## config.mk

```make
export PLATFORM = sky130hd
export DESIGN_NAME = spi_reg_responder
export DESIGN_NICKNAME = d
export VERILOG_FILES = /design/src/rtl/spi_reg_responder_pkg.sv /design/src/rtl/spi_in_sync.sv /design/src/rtl/spi_reg_responder.sv
export SDC_FILE = /design/constraint.sdc
export NUM_CORES = 1
export LEC_CHECK = 0
export BUFFER_PORTS_ARGS = -buffer_cell sky130_fd_sc_hd__buf_2
export CAP_MARGIN = 5
export CELL_PAD_IN_SITES_DETAIL_PLACEMENT = 0
export CELL_PAD_IN_SITES_GLOBAL_PLACEMENT = 2
export CORE_ASPECT_RATIO = 0.6
export CORE_MARGIN = 5
export CORE_UTILIZATION = 47
export DETAILED_ROUTE_END_ITERATION = 10
export GPL_TIMING_DRIVEN = 0
export PLACE_DENSITY_LB_ADDON = 0.1
export SETUP_SLACK_MARGIN = 0.2
export SLEW_MARGIN = 0
export SYNTH_ARGS = -nofsm -noshare
export SYNTH_HDL_FRONTEND = slang
export SYNTH_SLANG_ARGS = --single-unit
```

## constraint.sdc

```tcl
create_clock -name i_clock -period 5.6 [get_ports i_clock]
set_input_delay 0.56 -clock i_clock [delete_from_list [all_inputs] [get_ports i_clock]]
set_output_delay 0.56 -clock i_clock [all_outputs]
set_load 0.01 [all_outputs]
```

## src/rtl/spi_reg_responder_pkg.sv

```systemverilog
// Shared types and frame geometry for the SPI register responder.
package spi_reg_responder_pkg;

  localparam int FRAME_BITS = 16;
  localparam int ADDR_BITS  = 7;
  localparam int DATA_BITS  = 8;
  localparam int RW_BIT     = 15;
  localparam int CNT_W      = 5;

  // Bit-counter values, as SCLK rises seen before the current one
  localparam logic [CNT_W-1:0] CNT_HDR_LAST   = CNT_W'(FRAME_BITS - DATA_BITS - 1);
  localparam logic [CNT_W-1:0] CNT_DATA_FIRST = CNT_W'(FRAME_BITS - DATA_BITS);
  localparam logic [CNT_W-1:0] CNT_FRAME_LAST = CNT_W'(FRAME_BITS - 1);

  typedef logic [ADDR_BITS-1:0] addr_t;
  typedef logic [DATA_BITS-1:0] data_t;

  typedef enum logic [1:0] {
    ST_IDLE,
    ST_ADDR,
    ST_DATA,
    ST_DONE
  } state_e;

endpackage

```

## src/rtl/spi_in_sync.sv

```systemverilog
// Two-flop synchroniser for SCLK/CS_N/MOSI with edge pulses on the synchronised copies.
module spi_in_sync (
  input  logic i_clock,
  input  logic i_reset,
  input  logic i_sclk,
  input  logic i_cs_n,
  input  logic i_mosi,
  output logic o_sclk_rise,
  output logic o_sclk_fall,
  output logic o_cs_fall,
  output logic o_cs_rise,
  output logic o_mosi_s
);

  // [0],[1] synchroniser, [2] previous synchronised value for edge detection
  logic [2:0] sclk_q;
  logic [2:0] cs_q;
  logic [1:0] mosi_q;

  // CS history resets to "asserted" so a CS already low at reset release
  // never produces a fall; a CS that is high just yields an ignored rise.
  always_ff @(posedge i_clock) begin
    if (i_reset) begin
      sclk_q <= '0;
      cs_q   <= '0;
      mosi_q <= '0;
    end else begin
      sclk_q <= {sclk_q[1:0], i_sclk};
      cs_q   <= {cs_q[1:0], i_cs_n};
      mosi_q <= {mosi_q[0], i_mosi};
    end
  end

  assign o_sclk_rise = sclk_q[1] & ~sclk_q[2];
  assign o_sclk_fall = ~sclk_q[1] & sclk_q[2];
  assign o_cs_fall   = ~cs_q[1] & cs_q[2];
  assign o_cs_rise   = cs_q[1] & ~cs_q[2];
  assign o_mosi_s    = mosi_q[1];

endmodule

```

## src/rtl/spi_reg_responder.sv

```systemverilog
// SPI mode-0 responder: 16-bit R/W + 7-bit address + 8-bit data frames onto a small register file.
// Optional frame counter output enabled by SPI_REG_RESPONDER_FRAME_CNT_EN.
module spi_reg_responder
  import spi_reg_responder_pkg::*;
#(
  parameter int          REG_DEPTH    = 16,
  parameter logic [6:0]  WHOAMI_ADDR  = 7'h78,
  parameter logic [7:0]  WHOAMI_VALUE = 8'h5A
) (
  input  logic        i_clock,
  input  logic        i_reset,
  input  logic        i_sclk,
  input  logic        i_cs_n,
  input  logic        i_mosi,
  output logic        o_miso,
  output logic        o_miso_oe,
  output logic        o_busy,
  output logic        o_wr_strobe,
  output logic [6:0]  o_wr_addr,
  output logic [7:0]  o_wr_data,
  output logic        o_frame_error
`ifdef SPI_REG_RESPONDER_FRAME_CNT_EN
  ,
  output logic [15:0] o_frame_count
`endif
);

  localparam int    IDX_W   = (REG_DEPTH > 1) ? $clog2(REG_DEPTH) : 1;
  localparam addr_t DEPTH_A = addr_t'(REG_DEPTH);

  logic sclk_rise, sclk_fall, cs_fall, cs_rise, mosi_s;

  spi_in_sync u_sync (
    .i_clock     (i_clock),
    .i_reset     (i_reset),
    .i_sclk      (i_sclk),
    .i_cs_n      (i_cs_n),
    .i_mosi      (i_mosi),
    .o_sclk_rise (sclk_rise),
    .o_sclk_fall (sclk_fall),
    .o_cs_fall   (cs_fall),
    .o_cs_rise   (cs_rise),
    .o_mosi_s    (mosi_s)
  );

  state_e           state_q;
  logic [CNT_W-1:0] bit_cnt_q;
  data_t            rx_q;
  data_t            tx_q;
  logic             rw_q;
  addr_t            addr_q;
  logic             commit_pend_q;
  logic             miso_oe_q;
  logic             busy_q;
  logic             wr_strobe_q;
  addr_t            wr_addr_q;
  data_t            wr_data_q;
  logic             frame_err_q;
  data_t            regs_q [REG_DEPTH];
`ifdef SPI_REG_RESPONDER_FRAME_CNT_EN
  logic [15:0]      frame_cnt_q;
`endif

  // Header as it will stand once the current MOSI bit is shifted in
  data_t hdr_d;
  addr_t hdr_addr_d;
  logic  hdr_rw_d;
  data_t rd_data_d;
  logic  wr_ok_d;

  assign hdr_d      = {rx_q[DATA_BITS-2:0], mosi_s};
  assign hdr_addr_d = hdr_d[ADDR_BITS-1:0];
  assign hdr_rw_d   = hdr_d[RW_BIT-DATA_BITS];

  always_comb begin
    rd_data_d = '0;
    if (hdr_addr_d == WHOAMI_ADDR)
      rd_data_d = WHOAMI_VALUE;
    else if (hdr_addr_d < DEPTH_A)
      rd_data_d = regs_q[hdr_addr_d[IDX_W-1:0]];
  end

  assign wr_ok_d = !rw_q && (addr_q < DEPTH_A) && (addr_q != WHOAMI_ADDR);

  always_ff @(posedge i_clock) begin
    if (i_reset) begin
      state_q       <= ST_IDLE;
      bit_cnt_q     <= '0;
      rx_q          <= '0;
      tx_q          <= '0;
      rw_q          <= 1'b0;
      addr_q        <= '0;
      commit_pend_q <= 1'b0;
      miso_oe_q     <= 1'b0;
      busy_q        <= 1'b0;
      wr_strobe_q   <= 1'b0;
      wr_addr_q     <= '0;
      wr_data_q     <= '0;
      frame_err_q   <= 1'b0;
      for (int i = 0; i < REG_DEPTH; i++) regs_q[i] <= '0;
`ifdef SPI_REG_RESPONDER_FRAME_CNT_EN
      frame_cnt_q   <= '0;
`endif
    end else begin
      wr_strobe_q <= 1'b0;
      frame_err_q <= 1'b0;
      case (state_q)
        ST_IDLE: begin
          if (cs_fall) begin
            state_q   <= ST_ADDR;
            bit_cnt_q <= '0;
            busy_q    <= 1'b1;
          end
        end

        ST_ADDR, ST_DATA: begin
          if (cs_rise) begin
            state_q     <= ST_IDLE;
            busy_q      <= 1'b0;
            miso_oe_q   <= 1'b0;
            frame_err_q <= 1'b1;
          end else if (sclk_rise) begin
            rx_q      <= hdr_d;
            bit_cnt_q <= bit_cnt_q + 1'b1;
            if (state_q == ST_ADDR && bit_cnt_q == CNT_HDR_LAST) begin
              state_q   <= ST_DATA;
              rw_q      <= hdr_rw_d;
              addr_q    <= hdr_addr_d;
              tx_q      <= rd_data_d;
              miso_oe_q <= hdr_rw_d;
            end else if (state_q == ST_DATA && bit_cnt_q == CNT_FRAME_LAST) begin
              state_q       <= ST_DONE;
              commit_pend_q <= 1'b1;
              miso_oe_q     <= 1'b0;
`ifdef SPI_REG_RESPONDER_FRAME_CNT_EN
              frame_cnt_q   <= frame_cnt_q + 16'd1;
`endif
            end
          end else if (sclk_fall && state_q == ST_DATA && bit_cnt_q != CNT_DATA_FIRST) begin
            // The fall right after the 8th rise keeps bit7; the master samples it on rise 9
            tx_q <= {tx_q[DATA_BITS-2:0], 1'b0};
          end
        end

        ST_DONE: begin
          if (commit_pend_q) begin
            commit_pend_q <= 1'b0;
            if (wr_ok_d) begin
              regs_q[addr_q[IDX_W-1:0]] <= rx_q;
              wr_strobe_q <= 1'b1;
              wr_addr_q   <= addr_q;
              wr_data_q   <= rx_q;
            end
          end
          if (cs_rise) begin
            state_q <= ST_IDLE;
            busy_q  <= 1'b0;
          end
        end

        default: begin
          state_q <= ST_IDLE;
          busy_q  <= 1'b0;
        end
      endcase
    end
  end

  assign o_miso        = miso_oe_q & tx_q[DATA_BITS-1];
  assign o_miso_oe     = miso_oe_q;
  assign o_busy        = busy_q;
  assign o_wr_strobe   = wr_strobe_q;
  assign o_wr_addr     = wr_addr_q;
  assign o_wr_data     = wr_data_q;
  assign o_frame_error = frame_err_q;
`ifdef SPI_REG_RESPONDER_FRAME_CNT_EN
  assign o_frame_count = frame_cnt_q;
`endif

endmodule

```

==> results.md <==
- Status: finished, final reports clean
- Worst r2r path cells: 7
- Number of fill cells: 1593
- RePlAce Congestion: 0.900
- Slowest stage cell, crit path: nor3_1
- Cell internal pwr: 2.17 mW
- Worst-path clk slew: 0.07 ns
- Initial DRC Count: 579
- Synth async-reset ratio: 0%
- Root Buffer: clkbuf_16
- MaxCap Viol Count: 0
- Clk Latency, worst-skew pair: 0.44 ns
- Syn nets: 674
- Max-slew violations: 0
- IO Port Bufs: 24
- Largest net degree at the start of global routing: 18
- Sw frac: 23.6%
- Worst setup SP type: register
- Worst Hold Margin: 0.340 ns
- RSZ-0062 raised after global routing: no
- Area of the multi-input gates: 0.00319 mm2
- CTS tree: done
- Max Freq: 299 MHz
- First-pass GRT wire length: 32.9 mm
- Routed Wire Length: 21.9 mm
- R2R setup slack: 2.26 ns
- Register area: 0.00502 mm2
- Yosys reg bits: 187
- Post-synth top cells: and2_1, edfxtp_1, dfxtp_1
- Hold Fails Final Rpt: 0
- Reg2Reg Launch Point: state_q[0]
- Unique masters post-synth: 54
- Initial core utilization: 47.3%
- Die area: 0.0209 mm2
- Comb pwr share: 5.7%
- Seq/Total Area, Yosys: 59.4%
- Leakage: 3.44 nW
- Final #Nets: 723
- Top cell type's share of synthesized area: 45.4%
- Synth Cell Area: 0.00846 mm2
- Hold path cells: 2
- Most common flop cell mapped by yosys: edfxtp_1
- Worst hold path type: input pin to register
- Vias in the first global route: 5323
- P_sw: 0.670 mW
- Remaining DRCs: 0
- GR Util All Layers: 21.6%
- Antenna violations before repair: 0
- Core area: 0.0179 mm2
- First-pass DRT Iterations: 6
- Clock power share: 40.5%
- Antenna Cells: 0
- Hold-fix buffer count after cts: 0
- Mean Syn Cell Area: 12.8 um2
- Final min period: 3.34 ns
- CTS Buffer Depth: 2
- Post-CTS sizing: 0
- DP Area: 0.00890 mm2
- Die height: 114 um
- VDD IR-drop max: 0.000189 V
- Reg power frac: 53.8%
- Synthesized instance count: 662
- Via-to-Cell Ratio: 5.67
- # H-tree levels: 4
- WP data required: 5.72 ns
- Number of CTS-inserted buffers: 17
- CP arrival: 3.46 ns
- Chip Width: 183 um
- PD cells: 300 mW/mm2
- Row Count: 38
- Via Count: 5470
- Fin Setup TNS: 0 ns
- Clock Skew: 0.0148 ns
- Most numerous cell in the Yosys netlist: and2_1
- YS warnings: 0
- Slew HR: 11.3%
- Share of layout cells above drive strength 1: 17.0%
- Post-CTS setup repair buffer count: 0
- Yosys top cell by area: edfxtp_1
- Hold_sp: i_cs_n
- Critical Path Sink Type: register
- Crit Reg-Reg Endpoint: regs_q[3][2]
- Cell Chain, Critical Path: ha_1, nor4b_2, nand3b_1, buf_6, nand4bb_1, nor3_1, or2_2
- Area growth, synth to finish: 12.0%
- Critical path class: register to register
- Routed len/inst: 22.8 um
- EDFF count, synth: 128
- CTS Sinks: 187
- Power Total: 2.84 mW
- Final Cycle Share: 59.7%
- Largest cells by area after synthesis: edfxtp_1, dfxtp_1, and2_1
- GRT overflow: 0
- CP Max Fanout: 10
- Top Ports: 25
- Tightest Pin Transition: 1.32 ns
- Setup violations, final: 0
- ANT nets after route: 0
- Worst hold endpoint: u_sync.cs_q[0]
- Crit-path max cell delay: 0.95 ns
- Final Cell Area: 0.00948 mm2
- Post-DP HPWL: 15.5 mm
[worst max-delay path, delay by kind of cell, from the launching register on]
kind                     cells  cell delay, ns
flip-flops                   1            0.40
AND/OR/NAND/NOR              5            2.18
adder cells (fa/ha/maj)      1            0.25
buffers and inverters        1            0.19
[layout by cell type, fill, tap and decap left out, drive strengths merged, types with 19 or more instances in the layout]
cell,netlist,routed
nor2,53,53
inv,11,20
a21oi,19,19
clkbuf,34,53
dfxtp,59,59
edfxtp,128,128
buf,13,41
and2,131,131
o21ai,21,21
mux4,27,27
mux2i,34,34
[power by group through the flow]
stage	logic, mW	clock network (mW)	registers (mW)
after floorplan	0.110	0	1.55
after global placement	0.153	0	1.56
after detailed placement	0.159	0	1.56
after CTS	0.160	1.16	1.53
after global routing	0.176	1.22	1.53
final	0.161	1.15	1.53
[worst max path at each step]
stage,slack [ns],startpoint,depth (start not counted),endpoint
after detailed placement,2.23,state_q[0],7,regs_q[14][2]
final,2.26,state_q[0],7,regs_q[3][2]
after global routing,1.95,state_q[0],7,regs_q[3][0]
after CTS,2.22,state_q[0],7,regs_q[14][2]
after floorplan,2.95,state_q[0],7,regs_q[10][0]
after global placement,2.16,state_q[0],7,regs_q[8][2]
[cell type report]
| type | instances | share of cell area, % |
|---|---|---|
| clock buffers | 17 | 4.49 |
| plain buffers | 47 | 2.14 |
| well taps | 240 | 3.17 |
| flip-flops and latches | 187 | 53.0 |
| multi-input cells | 417 | 33.7 |
| inverters | 11 | 0.436 |
| clock inverters | 15 | 1.31 |
| repair buffers | 30 | 1.74 |
[flip-flops by register name, summed over array words and instances, names as in the netlist]
name           count
u_sync.mosi_q      2
bit_cnt_q          5
o_miso_oe          1
o_frame_error      1
u_sync.sclk_q      3
u_sync.cs_q        3
commit_pend_q      1
o_wr_data          8
regs_q           128
rx_q               8
state_q            2
addr_q             7
o_wr_strobe        1
tx_q               8
o_busy             1
rw_q               1
o_wr_addr          7
[kinds of logic (layout without fill, tap and decap cells)]
| logic type | after synthesis | in the layout | synth area share, % |
|---|---|---|---|
| mux | 69 | 69 | 12.3 |
| fa+ha+maj | 7 | 7 | 1.03 |
| buf+inv | 58 | 120 | 2.88 |
| compound gates | 72 | 72 | 5.44 |
| flops | 187 | 187 | 59.4 |
| simple gates | 269 | 269 | 19.0 |
[per-stage QoR]
step / worst slack [ns] / std cells / utilization (%)
floorplan: 2.95 / 662 / -
CTS: 2.22 / 961 / 52.9
finish: 2.26 / 964 / 53.0
global route: 1.95 / 964 / 53.0
detailed placement: 2.23 / 929 / 49.8
global placement: 2.16 / 926 / 49.7
[metal layers]
layer | vias to the layer above | track usage, % | share of wire, %
met4 | 0 | 5.70 | 1.2
met2 | 203 | 30.6 | 43
li1 | 2498 | - | -
met3 | 23 | 5.04 | 8.1
met1 | 2746 | 33.6 | 48
met5 | - | 0 | 0
(Power assumes the default switching activity.)
